File: src/rtl/fetch_unit.sv
// Instruction fetch stage: owns the program counter, addresses the
// synchronous instruction ROM, tags the returning word with its address and
// a valid flag, holds the current instruction across decode stalls and
// redirects on jumps with a single bubble cycle.
module fetch_unit (
   input  logic        clk,
   input  logic        rst_n,
   output logic [9:0]  pc,
   input  logic [15:0] instr,
   input  logic        stall,
   input  logic        jmp_en,
   input  logic [9:0]  jmp_addr,
   output logic [15:0] if_instr,
   output logic [9:0]  if_pc,
   output logic        if_valid,
   output logic [15:0] fetch_count
);

   localparam logic [9:0]  RESET_PC  = 10'd0;
   localparam logic [15:0] NOP_INSTR = 16'h0000;

   // Program counter and the tag of the word the ROM is returning this cycle.
   logic [9:0]  pc_r;
   logic [9:0]  inflight_pc_r;
   logic        inflight_valid_r;

   // One-entry hold register used while decode is stalled.
   logic [15:0] hold_instr_r;
   logic [9:0]  hold_pc_r;
   logic        hold_valid_r;

   logic [15:0] fetch_count_r;

   logic [15:0] out_instr_s;
   logic [9:0]  out_pc_s;
   logic        out_valid_s;
   logic        accept_s;

   // Select what decode sees: held word first, then the ROM word, else a NOP.
   always_comb begin
      out_instr_s = NOP_INSTR;
      out_pc_s    = inflight_pc_r;
      out_valid_s = 1'b0;
      if (hold_valid_r) begin
         out_instr_s = hold_instr_r;
         out_pc_s    = hold_pc_r;
         out_valid_s = 1'b1;
      end else if (inflight_valid_r) begin
         out_instr_s = instr;
         out_pc_s    = inflight_pc_r;
         out_valid_s = 1'b1;
      end else begin
         out_instr_s = NOP_INSTR;
         out_pc_s    = inflight_pc_r;
         out_valid_s = 1'b0;
      end
   end

   // A jump consumes the instruction on the outputs even if decode is stalled.
   always_comb begin
      accept_s = out_valid_s & (jmp_en | ~stall);
   end

   // Fetch pipeline state: jump beats stall, stall beats normal advance.
   always_ff @(posedge clk or negedge rst_n) begin
      if (!rst_n) begin
         pc_r             <= RESET_PC;
         inflight_pc_r    <= RESET_PC;
         inflight_valid_r <= 1'b0;
         hold_instr_r     <= NOP_INSTR;
         hold_pc_r        <= 10'd0;
         hold_valid_r     <= 1'b0;
      end else if (jmp_en) begin
         // The word fetched at the old pc arrives next cycle and is masked.
         pc_r             <= jmp_addr;
         inflight_pc_r    <= pc_r;
         inflight_valid_r <= 1'b0;
         hold_valid_r     <= 1'b0;
      end else if (stall) begin
         // pc does not advance, so the ROM keeps re-reading the next word;
         // the word currently visible is parked in the hold register.
         inflight_pc_r <= pc_r;
         if (!hold_valid_r) begin
            hold_instr_r <= instr;
            hold_pc_r    <= inflight_pc_r;
            hold_valid_r <= inflight_valid_r;
         end else begin
            hold_valid_r <= hold_valid_r;
         end
      end else begin
         pc_r             <= pc_r + 10'd1;
         inflight_pc_r    <= pc_r;
         inflight_valid_r <= 1'b1;
         hold_valid_r     <= 1'b0;
      end
   end

   // Count instructions taken by decode; wraps naturally at 16 bits.
   always_ff @(posedge clk or negedge rst_n) begin
      if (!rst_n) begin
         fetch_count_r <= 16'd0;
      end else if (accept_s) begin
         fetch_count_r <= fetch_count_r + 16'd1;
      end else begin
         fetch_count_r <= fetch_count_r;
      end
   end

   assign pc          = pc_r;
   assign if_instr    = out_instr_s;
   assign if_pc       = out_pc_s;
   assign if_valid    = out_valid_s;
   assign fetch_count = fetch_count_r;

endmodule

File: config.mk
export PLATFORM = sky130hd
export DESIGN_NAME = fetch_unit
export DESIGN_NICKNAME = d
export VERILOG_FILES = /design/src/rtl/fetch_unit.sv
export SDC_FILE = /design/constraint.sdc
export NUM_CORES = 1
export LEC_CHECK = 0
export CAP_MARGIN = 0
export CORE_MARGIN = 4
export CORE_UTILIZATION = 50
export CTS_CLUSTER_DIAMETER = 120
export DETAILED_ROUTE_END_ITERATION = 6
export PLACE_DENSITY = 0.92
export SKIP_CTS_REPAIR_TIMING = 1
export SYNTH_ARGS = -nofsm -noshare
export SYNTH_HDL_FRONTEND = slang
export SYNTH_SLANG_ARGS = --single-unit
File: constraint.sdc
create_clock -name clk -period 2.85 [get_ports clk]
set_input_delay 0.4275 -clock clk [delete_from_list [all_inputs] [get_ports clk]]
set_output_delay 0.4275 -clock clk [all_outputs]
set_load 0.01 [all_outputs]
==> results.py, run 1 <==
metrics = {
    "final_layout": {
        "design_area_sq_mm": 0.00389,
        "nets": 338,
        "antenna_cells": 0,
        "drive_gt1_share_pct": 19.0,
        "areaGrowthSynthToFinish_pct": 39.1,
    },
    "setup_path": {
        "critPathTopFamily": "buffers and inverters",
        "path_max_fanout": 21,
        "worstPathArrival_ns": 2.06,
        "crit_buf_inv": 2,
        "cp_cell_sequence": "buf_4, mux2_2, clkdlybuf4s50_1",
        "endpoint_kind": "output port",
        "slowest_stage": "dfrtp_1",
        "required_ns": 2.42,
        "critPathMaxStageDelay_ns": 0.56,
        "crit_path_start_kind": "flop",
        "critPathKind": "flop to output port",
    },
    "drt": {
        "ant_nets": 0,
        "route.detailed.drc": 0,
        "drt_wl_total_mm": 5.95,
        "via_per_inst": 5.22,
        "first_iter_violations": 86,
        "vias": 1988,
        "wl_per_cell_um": 15.6,
        "drtPass1Iterations": 4,
    },
    "cts": {
        "cts.sinks": 64,
        "cts.clk_slew.worst_paths_ns": 0.07,
        "clk_latency_ns": 0.32,
        "cts_max_level": 3,
        "cts_buffer_depth": 2,
        "cts_tree": "done",
        "numCtsBuffers": 9,
        "cts-root-buf": "clkbuf_8",
    },
    "logic_synthesis": {
        "synth_top_area_share_pct": 57.3,
        "synthXorXnorAreaFrac_pct": 7.21,
        "syn-instance-count": 218,
        "synth-main-ff-cell": "dfrtp_1",
        "synth-compound-area-share_pct": 7.08,
        "syn_area_sq_mm": 0.00279,
        "synth-edff-count": 0,
        "yosys.area_share.simple_pct": 10.1,
        "synth_cell_type_count": 28,
        "yosysMostFrequentCell": "dfrtp_1",
        "synth_top_family_by_area": "multiplexers",
        "yosysTopAreaCell": "dfrtp_1",
        "ys_ff_latch": 64,
        "synthAdderAreaFrac_pct": 0.896,
        "synth.yosys.warnings": 0,
        "async_reset_ff_share_pct": 100,
        "avgSynthCellArea_sq_um": 12.8,
        "synthTopCellsByCount": "dfrtp_1 (64), mux2_2 (37), nand2_1 (17)",
        "ys_seq_area_share_pct": 57.3,
        "synth.net_count": 250,
        "synthMuxAreaShare_pct": 15.3,
        "synth_area_leaders": "dfrtp_1 (57%), mux2_2 (15%), a22o_1 (5.0%)",
    },
    "timing": {
        "final_hold_viol_count": 0,
        "fin_skew_ns": 0.00992,
        "tightest_slew_ns": 0.536,
        "fmax_mhz": 403,
        "finalSetupTns_ns": 0,
        "post-route-period-util_pct": 87.2,
        "slew_violations": 0,
        "relSlewSlack_pct": 64.3,
        "setup_violations": 0,
        "setup_ws_ns": 0.366,
        "fin_crit_ns": 2.48,
        "rsz0062_at_grt": "false",
    },
    "flow_run": {
        "cap_violations": 0,
    },
    "grt": {
        "met3_usage_pct": 3.69,
        "first_global_vias": 2022,
        "grt_overflow_total": 0,
        "grt_max_degree": 25,
        "gr-usage-met1_pct": 21.8,
        "top_usage_layer": "met2",
        "gr-usage-all-layers_pct": 18.6,
        "grt_pass1_wl_mm": 9.32,
        "antenna_found_initial": 0,
        "grt.met2_usage_pct": 32.7,
    },
    "run_status": {
        "status": "completed",
    },
    "floorplan": {
        "die_y_um": 82.8,
        "die-area_sq_mm": 0.00685,
        "start_util_pct": 53.0,
        "die_w_um": 82.8,
        "rows": 26,
        "fp.coreArea_sq_mm": 0.00527,
        "io_pins": 83,
    },
    "power": {
        "p_total_mw": 2.50,
        "p_leak_nw": 1.64,
        "peakVddDrop_mv": 0.541,
        "power.density_mw_per_mm2": 644,
    },
    "placed_design": {
        "routabilityCongestion": 0.826,
        "place_ws_ns": 0.611,
        "dpl_cell_area_sq_mm": 0.00369,
        "hpwl_mm": 4.37,
        "io_buffers": 82,
    },
    "worst_hold_path": {
        "hold_class": "input pin to async pin",
    },
}
## worst paths after layout
check	depth (start not counted)	startpoint	slack, ns	to
setup / recovery	3	hold_valid_r	0.37	if_pc[3]
hold / removal	1	rst_n	0.08	pc[7]
setup reg to reg	4	hold_valid_r	1.28	fetch_count[5]
hold reg to reg	0	pc[9]	0.45	inflight_pc_r[9]
max in group asynchronous	2	rst_n	2.05	hold_instr_r[7]
min in group clk	0	pc[9]	0.45	inflight_pc_r[9]
## state kept, by name, summed over array words and instances, names as in the netlist
name,count
hold_instr_r,16
hold_pc_r,10
hold_valid_r,1
pc,10
inflight_valid_r,1
inflight_pc_r,10
fetch_count,16
## per-layer routing
layer / up-vias / wire, um
met5: - / 0
met4: 0 / 119
met3: 8 / 319
met2: 53 / 3120
met1: 978 / 2390
li1: 949 / -
## kinds of logic after synthesis
kind of cell	count (synthesis)
mux	38
simple gates	52
fa+ha+maj	2
flops	64
compound gates	27
xor+xnor	23
buf+inv	12
## area by class of cell
| type | instances | area [sq um] |
|---|---|---|
| inverters | 1 | 3.75 |
| multi-input cells | 142 | 1130 |
| fillers | 376 | 1380 |
| flip-flops and latches | 64 | 1600 |
| clock inverters | 3 | 40.0 |
| repair buffers | 88 | 861 |
| well taps | 70 | 87.6 |
| clock buffers | 13 | 159 |
## stage by stage
stage	util, %	cells	hold WS, ns
3_3_place_gp	70.0	365	0.425
4_1_cts	73.7	381	0.0728
2_1_floorplan	-	218	0.132
6_report	73.7	381	0.0818
3_5_place_dp	70.0	365	0.430
5_1_grt	73.7	381	0.120
## report_power, final
group          leakage, nW  internal (mW)  switching, mW  total (mW)
sequential           0.789           1.06          0.125        1.18
combinational        0.751          0.347          0.216       0.563
clock                0.103          0.450          0.307       0.757
## cell usage in the layout, fill, tap and decap left out, drive strengths merged, types with 2 or more instances in the layout
cell type       n
ha              2
xor2            7
o21ai           9
and4            3
mux2           37
clkinv          2
xnor2          16
nand2b          2
nand2          17
and3            5
dfrtp          64
nor2b           3
nand4           6
clkbuf         13
buf             7
nor2            3
nand3           8
clkdlybuf4s50  81
a22o           16
(Power assumes the default switching activity.)
==> inputs of run 2 (changes only) <==
--- a/config.mk
+++ b/config.mk
@@ -10,8 +10,9 @@
 export CORE_UTILIZATION = 50
 export CTS_CLUSTER_DIAMETER = 120
 export DETAILED_ROUTE_END_ITERATION = 6
-export PLACE_DENSITY = 0.92
+export PLACE_DENSITY_LB_ADDON = 0.05
 export SKIP_CTS_REPAIR_TIMING = 1
+export SLEW_MARGIN = 20
 export SYNTH_ARGS = -nofsm -noshare
 export SYNTH_HDL_FRONTEND = slang
 export SYNTH_SLANG_ARGS = --single-unit
==> run 2 against run 1 <==
Effect of this change:
- cell area down 0.84%
- maximum frequency fell by 0.76%
- count of clock-buffer cells in the layout stayed put
- via count shrank 1.1%
- flip-flop and latch count is the same
- clock skew is 0.0053 ns lower
- sequential share of layout area grew 0.35 points
- final cell count shrank 0.52%
- register-to-register slack got worse by 0.21 ns
- die area did not move
- total power fell by 5.3%
- non-clock buffer count did not move
- largest power group unchanged
==> results.py, run 2 (synthesis results as in run 1) <==
metrics = {
    "run_status": {
        "status": "completed",
    },
    "final_layout": {
        "mostFrequentLayoutCells": "clkdlybuf4s50_1 (81), dfrtp_1 (64), mux2_2 (37), nand2_1 (17)",
        "nets": 338,
        "antenna_cells": 0,
        "final_common_cell": "clkdlybuf4s50_1",
        "drive_gt1_share_pct": 18.1,
        "areaGrowthSynthToFinish_pct": 37.9,
        "multi_input_area_sq_mm": 0.00113,
        "fillCellCount": 393,
        "design_area_sq_mm": 0.00385,
        "ff_latch_area_sq_mm": 0.00160,
    },
    "power": {
        "power.density_mw_per_mm2": 615,
        "p_leak_nw": 1.62,
        "peakVddDrop_mv": 0.529,
        "p_total_mw": 2.37,
    },
    "cts": {
        "clk_latency_ns": 0.33,
        "cts_tree": "done",
        "cts-root-buf": "clkbuf_8",
        "cts_max_level": 3,
        "cts.sinks": 64,
        "cts.clk_slew.worst_paths_ns": 0.06,
        "numCtsBuffers": 9,
        "cts_buffer_depth": 2,
    },
    "grt": {
        "first_global_vias": 1944,
        "antenna_found_initial": 0,
        "grt_max_degree": 35,
        "grt_pass1_wl_mm": 9.32,
        "grt_overflow_total": 0,
        "gr-usage-all-layers_pct": 18.4,
    },
    "floorplan": {
        "start_util_pct": 53.0,
        "fp.coreArea_sq_mm": 0.00527,
        "rows": 26,
        "die-area_sq_mm": 0.00685,
        "io_pins": 83,
        "die_y_um": 82.8,
        "die_w_um": 82.8,
    },
    "setup_path": {
        "slowest_stage": "dfrtp_1",
        "critPathKind": "flop to output port",
        "endpoint_kind": "output port",
        "critPathMaxStageDelay_ns": 0.69,
        "cp_cell_sequence": "buf_12, mux2_2, clkdlybuf4s50_1",
        "crit_path_start_kind": "flop",
        "required_ns": 2.42,
        "worstPathArrival_ns": 2.08,
        "path_max_fanout": 19,
    },
    "timing": {
        "tightest_slew_ns": 0.727,
        "finalSetupTns_ns": 0,
        "final_hold_viol_count": 0,
        "relSlewSlack_pct": 51.6,
        "rsz0062_at_grt": "false",
        "setup_violations": 0,
        "post-route-period-util_pct": 87.8,
        "fin_skew_ns": 0.00462,
        "fin_crit_ns": 2.50,
        "fmax_mhz": 400,
        "slew_violations": 0,
        "hold_ws_ns": 0.152,
        "setup_ws_ns": 0.347,
    },
    "worst_hold_path": {
        "hold_class": "input pin to async pin",
    },
    "drt": {
        "drtPass1Iterations": 4,
        "first_iter_violations": 76,
        "wl_per_cell_um": 14.9,
        "ant_nets": 0,
        "drt_wl_total_mm": 5.64,
        "route.detailed.drc": 0,
        "vias": 1966,
        "via_per_inst": 5.19,
    },
    "placed_design": {
        "io_buffers": 82,
        "dpl_cell_area_sq_mm": 0.00370,
        "place_ws_ns": 0.643,
        "hpwl_mm": 4.07,
        "routabilityCongestion": 0.739,
    },
    "flow_run": {
        "cap_violations": 0,
    },
}
==> run 2: changes by cell type in the layout (fill, tap and decap cells not counted), sizes merged <==
| cell | change |
|---|---|
| clkinv | -1 |
| bufinv | -1 |
==> run 2: path summary, 6_finish.rpt <==
check / start / end / slack (ns) / cells after the start
max in group asynchronous: rst_n / hold_instr_r[11] / 2.00 / 2
hold / removal: rst_n / hold_instr_r[2] / 0.15 / 1
min in group clk: pc[9] / inflight_pc_r[9] / 0.44 / 0
hold reg to reg: pc[9] / inflight_pc_r[9] / 0.44 / 0
setup / recovery: hold_valid_r / if_pc[9] / 0.35 / 3
setup reg to reg: hold_valid_r / fetch_count[10] / 1.07 / 4
==> run 2: cell type report <==
cell class,count,share of cell area [%]
Sequential cell,64,41.6
Timing Repair Buffer,88,22.7
Clock inverter,1,0.130
Clock buffer,13,3.86
Tap cell,70,2.27
Inverter,1,0.0974
Multi-Input combinational cell,142,29.4
==> run 2: worst max-delay path: cells and delay by family (launching register included) <==
kind                   cells  cell delay [ns]
multiplexers               1             0.34
buffers and inverters      2             0.71
flip-flops                 1             0.69
==> run 2: power by group <==
| part | internal [mW] | switching, mW | leakage [nW] | total [mW] |
|---|---|---|---|---|
| clock | 0.329 | 0.301 | 0.0794 | 0.631 |
| combinational | 0.349 | 0.215 | 0.754 | 0.564 |
| sequential | 1.06 | 0.119 | 0.789 | 1.18 |
==> run 2: metal layers <==
metal  share of wire [%]  vias up  global-route usage (%)
met5                   0        -                       0
met4                 1.3        0                    6.86
met3                 8.7        8                    5.53
met2                  46       71                    29.4
met1                  44      931                    23.8
li1                    -      956                       -
==> run 2: stage by stage <==
| step | utilization, % | instances |
|---|---|---|
| floorplan | - | 218 |
| global placement | 70.2 | 365 |
| detailed placement | 70.2 | 365 |
| CTS | 73.1 | 379 |
| global route | 73.1 | 379 |
| finish | 73.1 | 379 |
